**src/rtl/map_datapath_p.sv**
```systemverilog
// MAP core execution datapath: register file, ALU with registered flags, PC unit,
// call/data stack and heap. Optional stack guard enabled by defining MAP_DP_STACK_GUARD_EN.
module map_datapath_p #(
    parameter int          DW     = 8,
    parameter int          AW     = 8,
    parameter int          NREG   = 2,
    parameter int          SDEPTH = 16,
    parameter int          HDEPTH = 32,
    parameter int unsigned PC_RST = 0
) (
    input  logic                      CLK,
    input  logic                      RST,
    input  logic [$clog2(NREG)-1:0]   rd_idx,
    input  logic [$clog2(NREG)-1:0]   rs_idx,
    input  logic [DW-1:0]             imm,
    input  logic [$clog2(HDEPTH)-1:0] heap_addr,
    input  logic [2:0]                alu_op,
    input  logic [1:0]                sel_rf,
    input  logic                      rf_we,
    input  logic                      heap_we,
    input  logic [1:0]                stk_op,
    input  logic                      stk_src,
    input  logic [1:0]                sel_pc,
    input  logic                      pc_en,
    input  logic                      flag_we,
    output logic [AW-1:0]             pc_addr,
    output logic                      zero,
    output logic                      carry,
    output logic                      eq,
    output logic                      stk_full,
    output logic                      stk_empty,
    output logic                      stk_fault
);

    localparam int RW = $clog2(NREG);
    localparam int SW = $clog2(SDEPTH);
    localparam int CW = SW + 1;

    localparam logic [2:0] OP_ADD = 3'b000;
    localparam logic [2:0] OP_SUB = 3'b001;
    localparam logic [2:0] OP_AND = 3'b010;
    localparam logic [2:0] OP_OR  = 3'b011;
    localparam logic [2:0] OP_XOR = 3'b100;
    localparam logic [2:0] OP_NOT = 3'b101;
    localparam logic [2:0] OP_SHL = 3'b110;
    localparam logic [2:0] OP_SHR = 3'b111;

    localparam logic [1:0] STK_PUSH = 2'b01;
    localparam logic [1:0] STK_POP  = 2'b10;
    localparam logic [1:0] STK_REPL = 2'b11;

    logic [DW-1:0] rf_reg   [NREG];
    logic [DW-1:0] heap_mem [HDEPTH];
    logic [DW-1:0] stk_mem  [SDEPTH];

    logic [CW-1:0] stk_cnt_reg;
    logic [CW-1:0] stk_cnt_next;
    logic [AW-1:0] pc_reg;
    logic [AW-1:0] pc_next;
    logic [AW-1:0] pc_inc;
    logic          zero_reg;
    logic          carry_reg;
    logic          eq_reg;
    logic          pc_upd;

    logic [DW-1:0] a_val;
    logic [DW-1:0] b_val;
    logic [DW-1:0] alu_res;
    logic          alu_carry;
    logic [DW:0]   add_sum;
    logic [DW-1:0] rf_wdata;
    logic [DW-1:0] heap_rdata;
    logic [DW-1:0] stk_top;
    logic [DW-1:0] stk_wdata;
    logic          stk_wr_en;
    logic [SW-1:0] stk_wr_idx;
    logic [SW-1:0] top_idx;
    logic [SW-1:0] push_idx;
    logic [NREG-1:0] rf_wen;

    // ---------------- operand reads ----------------
    assign a_val      = rf_reg[rd_idx];
    assign b_val      = rf_reg[rs_idx];
    assign heap_rdata = heap_mem[heap_addr];

    // ---------------- ALU ----------------
    assign add_sum = {1'b0, a_val} + {1'b0, b_val};

    always_comb begin
        alu_res   = '0;
        alu_carry = 1'b0;
        case (alu_op)
            OP_ADD: begin
                alu_res   = add_sum[DW-1:0];
                alu_carry = add_sum[DW];
            end
            OP_SUB: begin
                alu_res   = a_val - b_val;
                alu_carry = (a_val < b_val);
            end
            OP_AND: alu_res = a_val & b_val;
            OP_OR:  alu_res = a_val | b_val;
            OP_XOR: alu_res = a_val ^ b_val;
            OP_NOT: alu_res = ~a_val;
            OP_SHL: begin
                alu_res   = a_val << 1;
                alu_carry = a_val[DW-1];
            end
            OP_SHR: begin
                alu_res   = a_val >> 1;
                alu_carry = a_val[0];
            end
            default: begin
                alu_res   = '0;
                alu_carry = 1'b0;
            end
        endcase
    end

    // ---------------- stack ----------------
    assign stk_empty = (stk_cnt_reg == '0);
    assign stk_full  = (stk_cnt_reg == CW'(SDEPTH));
    assign top_idx   = SW'(stk_cnt_reg - CW'(1));
    assign push_idx  = SW'(stk_cnt_reg);
    assign stk_top   = stk_empty ? '0 : stk_mem[top_idx];
    assign stk_wdata = stk_src ? DW'(pc_inc) : b_val;

    // Overflowing push and underflowing pop fall through with no state change.
    always_comb begin
        stk_wr_en    = 1'b0;
        stk_wr_idx   = push_idx;
        stk_cnt_next = stk_cnt_reg;
        case (stk_op)
            STK_PUSH: begin
                if (!stk_full) begin
                    stk_wr_en    = 1'b1;
                    stk_cnt_next = stk_cnt_reg + CW'(1);
                end
            end
            STK_POP: begin
                if (!stk_empty) begin
                    stk_cnt_next = stk_cnt_reg - CW'(1);
                end
            end
            STK_REPL: begin
                stk_wr_en = 1'b1;
                if (stk_empty) begin
                    stk_cnt_next = CW'(1);
                end else begin
                    stk_wr_idx = top_idx;
                end
            end
            default: begin
                stk_wr_en = 1'b0;
            end
        endcase
    end

    always_ff @(posedge CLK) begin
        if (!RST && stk_wr_en) begin
            stk_mem[stk_wr_idx] <= stk_wdata;
        end
    end

    always_ff @(posedge CLK) begin
        if (RST) begin
            stk_cnt_reg <= '0;
        end else begin
            stk_cnt_reg <= stk_cnt_next;
        end
    end

    // ---------------- heap ----------------
    always_ff @(posedge CLK) begin
        if (!RST && heap_we) begin
            heap_mem[heap_addr] <= b_val;
        end
    end

    // ---------------- register file ----------------
    always_comb begin
        rf_wdata = alu_res;
        case (sel_rf)
            2'b00:   rf_wdata = alu_res;
            2'b01:   rf_wdata = stk_top;
            2'b10:   rf_wdata = heap_rdata;
            default: rf_wdata = imm;
        endcase
    end

    genvar gi;
    generate
        for (gi = 0; gi < NREG; gi++) begin : g_rf_wen
            assign rf_wen[gi] = rf_we && (rd_idx == RW'(gi));
        end
    endgenerate

    always_ff @(posedge CLK) begin
        if (RST) begin
            for (int i = 0; i < NREG; i++) begin
                rf_reg[i] <= '0;
            end
        end else begin
            for (int i = 0; i < NREG; i++) begin
                if (rf_wen[i]) begin
                    rf_reg[i] <= rf_wdata;
                end
            end
        end
    end

    // ---------------- flags ----------------
    always_ff @(posedge CLK) begin
        if (RST) begin
            zero_reg  <= 1'b0;
            carry_reg <= 1'b0;
            eq_reg    <= 1'b0;
        end else if (flag_we) begin
            zero_reg  <= (alu_res == '0);
            carry_reg <= alu_carry;
            eq_reg    <= (a_val == b_val);
        end
    end

    assign zero  = zero_reg;
    assign carry = carry_reg;
    assign eq    = eq_reg;

    // ---------------- PC ----------------
    assign pc_inc = pc_reg + AW'(1);

    always_comb begin
        pc_next = pc_inc;
        case (sel_pc)
            2'b00:   pc_next = pc_inc;
            2'b01:   pc_next = pc_reg + AW'(imm);
            2'b10:   pc_next = AW'(b_val);
            default: pc_next = AW'(stk_top);
        endcase
    end

`ifdef MAP_DP_STACK_GUARD_EN
    logic fault_reg;
    logic stk_bad;

    assign stk_bad = ((stk_op == STK_PUSH) && stk_full) || ((stk_op == STK_POP) && stk_empty);

    always_ff @(posedge CLK) begin
        if (RST) begin
            fault_reg <= 1'b0;
        end else if (stk_bad) begin
            fault_reg <= 1'b1;
        end
    end

    // The fault freezes the PC only from the edge after it was raised.
    assign pc_upd    = pc_en && !fault_reg;
    assign stk_fault = fault_reg;
`else
    assign pc_upd    = pc_en;
    assign stk_fault = 1'b0;
`endif

    always_ff @(posedge CLK) begin
        if (RST) begin
            pc_reg <= AW'(PC_RST);
        end else if (pc_upd) begin
            pc_reg <= pc_next;
        end
    end

    assign pc_addr = pc_reg;

endmodule
```
**config.mk**
```make
export PLATFORM = sky130hd
export DESIGN_NAME = map_datapath_p
export DESIGN_NICKNAME = d
export VERILOG_FILES = /design/src/rtl/map_datapath_p.sv
export SDC_FILE = /design/constraint.sdc
export NUM_CORES = 1
export LEC_CHECK = 0
export CORE_ASPECT_RATIO = 0.5
export CORE_UTILIZATION = 50
export CTS_BUF_LIST = sky130_fd_sc_hd__clkbuf_8
export CTS_CLUSTER_DIAMETER = 120
export DETAILED_ROUTE_END_ITERATION = 12
export GPL_ROUTABILITY_DRIVEN = 0
export GPL_TIMING_DRIVEN = 0
export HOLD_SLACK_MARGIN = 0.15
export PLACE_DENSITY = 0.69
export SLEW_MARGIN = 20
export SYNTH_ARGS = -nofsm -noshare
export SYNTH_HDL_FRONTEND = slang
export SYNTH_SLANG_ARGS = --single-unit
```
**constraint.sdc**
```tcl
create_clock -name CLK -period 7.91 [get_ports CLK]
set_clock_uncertainty 0.2 [all_clocks]
set_input_delay 1.582 -clock CLK [delete_from_list [all_inputs] [get_ports CLK]]
set_output_delay 1.582 -clock CLK [all_outputs]
set_load 0.01 [all_outputs]
```
==> results.py, run 1 <==
metrics = {
    "status": {
        "status": "complete, no violations",
    },
    "power": {
        "p_per_area_nw_per_um2": 268.0,
        "intPower_mw": 3.852,
        "fin_total_pwr_mw": 5.623,
        "p_seq_share_pct": 45.7,
        "leakage_nw": 7.070,
        "p_switching_mw": 1.771,
        "clockPowerShare_pct": 28.1,
        "peakVddDrop_mv": 0.1878,
        "pwr-share-comb_pct": 26.2,
        "switching_share_pct": 31.50,
    },
    "clocking": {
        "cts_buffers": 56,
        "clkTransAtPathRegs_ns": 0.07,
        "hold_buffers": 0,
        "cts.path.max_buffers": 3,
        "post_cts_buffers": 0,
        "post_cts_resized": 0,
        "htree_levels": 2,
        "cts.sinks": 416,
        "cts-root-buf": "clkbuf_8",
        "cts_tree": "built",
        "insertion_delay_ns": 0.65,
    },
    "detailed_routing": {
        "route.vias.total": 11449,
        "first_pass_iters": 6,
        "routed_wl_um": 45130,
        "drtIter0Drc": 1505,
        "drcViolationCount": 0,
        "final_antenna_net_count": 0,
        "avgViaCountPerCell": 6.192,
        "route.detailed.wl_per_inst_um": 24.41,
    },
    "min_path": {
        "hold_class": "reg2reg",
        "min_from": "eq",
    },
    "timing": {
        "min_period_ns": 5.665,
        "maxSlewHeadroom_pct": 23.78,
        "hold_slack_ns": 0.2773,
        "timing.final.hold_violations": 0,
        "rsz0062_at_grt": "false",
        "slew_violations": 0,
        "tns_ns": 0,
        "setup_violations": 0,
        "layout_setup_ws_ns": 2.245,
        "tightest_slew_ns": 1.136,
        "fmaxAchievable_ghz": 0.1765,
        "period_share_pct": 71.62,
    },
    "setup_path": {
        "crit_arrival_ns": 5.81,
        "crit_family": "buffers and inverters",
        "worstSetupStartpointType": "input port",
        "slowest_delay_ns": 1.00,
        "regToRegStartpoint": "rf_reg[1][5]",
        "cp_num_buf_inv": 2,
        "crit_slowest_cell": "clkinv_1",
        "critPathCaptureType": "register",
        "crit_start": "rs_idx",
        "worstPathCellList": "clkbuf_1 > mux2i_1 > clkinv_1 > ha_1 > or3_1 > o221ai_1 > a22oi_1 > a311oi_1 > o21ai_0 > o2111a_1",
        "critPathKind": "in2reg",
        "required_ns": 8.05,
        "crit_path_max_fanout": 34,
    },
    "layout": {
        "largest_reg_flops": 256,
        "final_common_cell": "edfxtp_1",
        "final_cell_mix": "400 x edfxtp_1, 114 x nor2_1, 98 x mux4_2",
        "finalNonFillerCells": 1849,
        "antenna_cells": 0,
        "layout.nets": 1388,
        "fill_cells": 2757,
        "fin_util_pct": 57.33,
        "syn_to_final_growth_pct": 10.89,
        "final_layout_size_suffix_gt1_share_pct": 17.88,
        "final_cell_area_um2": 20980,
    },
    "floorplan": {
        "dieArea_um2": 38670,
        "fp.dieW_um": 277.1,
        "fp.dieH_um": 139.6,
        "core_um2": 36600,
        "rows": 49,
        "start_util_pct": 51.70,
        "pin_count": 45,
    },
    "synthesis": {
        "synth_nets": 1295,
        "synth.distinct_cells": 65,
        "ys_seq_elements": 416,
        "avgSynthCellArea_um2": 15.43,
        "syn_inst": 1226,
        "synth-seq-area-share_pct": 65.17,
        "synth_ff_type": "edfxtp_1",
        "ys_warn_count": 0,
        "synth-edff-count": 400,
        "synthArstFlopShare_pct": 0,
        "synth_area_um2": 18920,
    },
    "place": {
        "dp_cells": 1745,
        "numPortBuffers": 35,
        "dpl_cell_area_um2": 19880,
        "place_hpwl_um": 29870,
        "pre_cts_ws_ns": 1.816,
    },
    "global_route": {
        "overflow": 0,
        "grtUsageTotal_pct": 23.54,
        "grt_pass1_wl_um": 68210,
        "grt_max_degree": 37,
        "grt_pass1_vias": 11393,
        "antenna_found_initial": 0,
    },
    "flow_run": {
        "cap_violations": 0,
    },
}
[worst reg2reg max path: cells and delay by family, from the launching register on]
family / cells / cell delay, ns
compound gates: 5 / 1.23
fa+ha+maj: 1 / 0.71
buf+inv: 1 / 1.00
flops: 1 / 0.43
mux: 1 / 0.40
simple gates: 1 / 0.37
[area by class of cell]
type                    instances  area (µm²)  share of cell area, %
repair buffers                 35       350.3                  1.670
inverters                      37       138.9                 0.6619
clock inverters                44       252.7                  1.204
clock buffers                  60       825.8                  3.935
plain buffers                  68       365.4                  1.741
flip-flops and latches        416       12330                  58.77
well taps                     484       605.6                  2.886
multi-input cells             705        6113                  29.13
[cell families after synthesis]
group,share of synthesized area [%]
other,0.01982
adders and majority gates,2.632
and+or+nand+nor,7.901
xor gates and xnor gates,0.9720
DFF,65.17
muxes,14.57
AOI/OAI and AO/OA,6.070
buffers and inverters,2.665
[synthesized netlist by cell type (all sizes together) (4+ instances only)]
| library cell | count | area, µm² |
|---|---|---|
| a21oi | 52 | 260.3 |
| xnor2 | 14 | 122.6 |
| nand2 | 85 | 319.1 |
| mux4 | 103 | 2339 |
| a211oi | 11 | 82.58 |
| ha | 35 | 437.9 |
| clkbuf | 24 | 91.33 |
| a22oi | 16 | 120.1 |
| o22ai | 8 | 50.05 |
| a21o | 8 | 60.06 |
| o21a | 6 | 45.04 |
| nor2 | 114 | 427.9 |
| nor3b | 5 | 37.54 |
| and2 | 6 | 37.54 |
| mux2 | 15 | 168.9 |
| mux2i | 25 | 250.2 |
| edfxtp | 400 | 12010 |
| nand3 | 38 | 190.2 |
| xor2 | 7 | 61.31 |
| nand4 | 8 | 50.05 |
| or3 | 5 | 31.28 |
| buf | 44 | 274.0 |
| nor4 | 4 | 25.02 |
| nor3 | 20 | 100.1 |
| o311ai | 5 | 43.79 |
| nor2b | 5 | 31.28 |
| o21ai | 31 | 155.1 |
| dfxtp | 16 | 320.3 |
| a221oi | 8 | 70.07 |
| and3 | 11 | 68.82 |
| inv | 37 | 138.9 |
| nand2b | 18 | 112.6 |
[per-layer routing]
metal / GRT usage (%) / vias up / wire length, µm
met5: 0 / - / 0
met4: 7.602 / 0 / 1365
met3: 3.912 / 112 / 3786
met2: 38.44 / 583 / 21590
met1: 32.61 / 5751 / 18390
li1: - / 5003 / -
[power groups by stage]
| stage | logic, mW | registers (mW) | clock network (mW) |
|---|---|---|---|
| global placement | 1.42 | 2.61 | 0 |
| finish | 1.47 | 2.57 | 1.58 |
| detailed placement | 1.46 | 2.62 | 0 |
| global route | 1.61 | 2.57 | 1.69 |
| floorplan | 1.00 | 2.60 | 0 |
| CTS | 1.46 | 2.57 | 1.60 |
[path summary, 6_finish.rpt]
kind	endpoint	slack (ns)	depth (start not counted)
max	rf_reg[1][7]	2.24	10
min	eq	0.28	2
max reg2reg	rf_reg[1][7]	3.32	9
min reg2reg	eq	0.28	2
Power figures use the tool's default switching activity.
==> inputs of run 2 (changes only) <==
PLACE_DENSITY = 0.71   (was 0.69)
clock period = 5.2 ns   (was 7.91 ns; I/O delays follow)
==> results.py, run 2 (synthesis gave the netlist of run 1 again) <==
metrics = {
    "status": {
        "status": "complete, no violations",
    },
    "layout": {
        "syn_to_final_growth_pct": 11.47,
        "final_cell_mix": "400 x edfxtp_1, 114 x nor2_1, 98 x mux4_2",
        "layout.nets": 1389,
        "fill_cells": 2669,
        "largest_reg_flops": 256,
        "final_common_cell": "edfxtp_1",
        "finalNonFillerCells": 1853,
        "multi_input_area_um2": 6113,
        "layout.area.seq_um2": 12330,
        "final_cell_area_um2": 21090,
        "final_layout_size_suffix_gt1_share_pct": 17.76,
    },
    "setup_path": {
        "worstSetupStartpointType": "input port",
        "r2r_setup_slack_ns": 0.82,
        "crit_arrival_ns": 5.07,
        "critPathKind": "in2reg",
        "critPathCaptureType": "register",
        "crit_path_max_fanout": 34,
        "regToRegStartpoint": "rf_reg[1][5]",
        "required_ns": 5.35,
        "r2r_cells": 9,
        "r2r-end": "rf_reg[1][7]",
    },
    "floorplan": {
        "dieArea_um2": 38670,
        "rows": 49,
        "fp.dieH_um": 139.6,
        "fp.dieW_um": 277.1,
        "core_um2": 36600,
        "start_util_pct": 51.70,
        "pin_count": 45,
    },
    "flow_run": {
        "cap_violations": 0,
    },
    "detailed_routing": {
        "avgViaCountPerCell": 6.183,
        "route.detailed.wl_per_inst_um": 24.09,
        "first_pass_iters": 5,
        "route.vias.total": 11458,
        "final_antenna_net_count": 0,
        "routed_wl_um": 44650,
        "drcViolationCount": 0,
        "drtIter0Drc": 1395,
    },
    "power": {
        "fin_total_pwr_mw": 8.740,
        "p_per_area_nw_per_um2": 414.4,
        "peakVddDrop_mv": 0.2235,
        "leakage_nw": 7.108,
    },
    "timing": {
        "min_period_ns": 4.915,
        "timing.final.hold_violations": 0,
        "period_share_pct": 94.51,
        "tns_ns": 0,
        "fmaxAchievable_ghz": 0.2035,
        "rsz0062_at_grt": "false",
        "tightest_slew_ns": 0.9005,
        "slew_violations": 0,
        "setup_violations": 0,
        "maxSlewHeadroom_pct": 39.74,
    },
    "clocking": {
        "cts.path.max_buffers": 3,
        "cts.sinks": 416,
        "clkTransAtPathRegs_ns": 0.07,
        "htree_levels": 2,
        "hold_buffers": 0,
        "insertion_delay_ns": 0.64,
        "cts-root-buf": "clkbuf_8",
        "post_cts_buffers": 0,
        "cts_buffers": 57,
        "cts_tree": "built",
    },
    "global_route": {
        "grt_max_degree": 37,
        "overflow": 0,
        "grtUsageTotal_pct": 23.24,
        "grt_pass1_vias": 11300,
        "grt_pass1_wl_um": 67600,
        "antenna_found_initial": 3,
    },
    "place": {
        "dp_cells": 1745,
        "place_hpwl_um": 29720,
        "dpl_cell_area_um2": 19880,
        "numPortBuffers": 35,
    },
    "min_path": {
        "holdPathStages": 2,
        "hold_class": "reg2reg",
        "min_from": "eq",
        "min_to": "eq",
    },
}
-- run 2: changes by cell type in the layout (fill, tap and decap cells not counted) --
cell	change
bufinv_16	+3
inv_8	+1
clkinvlp_4	+1
diode_2	+1
clkbuf_8	+2
clkinv_1	+4
clkinv_2	-7
clkinv_4	-1
-- run 2: how the worst max path moves through the flow --
stage	startpoint	endpoint	slack (ns)	depth (start not counted)
floorplan	rs_idx	rf_reg[0][6]	0.98	12
global placement	rs_idx	rf_reg[0][6]	-0.14	12
detailed placement	rs_idx	rf_reg[1][7]	-0.11	10
CTS	stk_cnt_reg[0]	stk_empty	0.45	9
global route	rs_idx	rf_reg[1][7]	0.11	10
finish	rs_idx	rf_reg[1][7]	0.29	10
-- run 2: critical path, stage by stage --
cell and delay (ns):
clkbuf_1 0.42, mux2i_1 0.59, clkinvlp_4 0.76, ha_1 0.53, or3_1 0.38, o221ai_1 0.22
a22oi_1 0.10, a311oi_1 0.67, o21ai_0 0.17, o2111a_1 0.17
-- run 2: layout make-up --
| cell class | instances | share of cell area, % |
|---|---|---|
| Buffer | 68 | 1.732 |
| Tap cell | 484 | 2.871 |
| Antenna cell | 1 | 0.01186 |
| Inverter | 37 | 0.6762 |
| Multi-Input combinational cell | 705 | 28.98 |
| Timing Repair Buffer | 35 | 1.661 |
| Clock inverter | 45 | 1.560 |
| Clock buffer | 62 | 4.045 |
| Sequential cell | 416 | 58.46 |
-- run 2: routing by layer --
metal	vias up	global-route usage, %	share of wire, %
li1	5004	-	-
met1	5736	31.87	40
met2	600	37.53	48
met3	114	4.869	8.8
met4	4	7.485	2.9
met5	-	0	0.058
-- run 2: what timing repair did --
item	CTS	global route
resized for setup	0	1
hold endpoints to repair	0	0
endpoints found under the setup margin	0	3
-- run 2: power by group --
group	leakage (nW)	switching (mW)	internal [mW]	total [mW]
Sequential	3.79	0.0544	3.85	3.90
Combinational	2.65	1.39	0.836	2.23
Clock	0.669	1.25	1.36	2.61
-- run 2: metrics by stage --
| step | utilization [%] | hold slack, ns | setup WS, ns |
|---|---|---|---|
| 6_report | 57.63 | 0.2820 | 0.2854 |
| 5_1_grt | 57.63 | 0.2966 | 0.1120 |
| 4_1_cts | 57.54 | 0.2871 | 0.4512 |
| 3_5_place_dp | 54.31 | 0.2772 | -0.1054 |
| 3_3_place_gp | 54.31 | 0.2711 | -0.1374 |
| 2_1_floorplan | - | 0.2890 | 0.9768 |
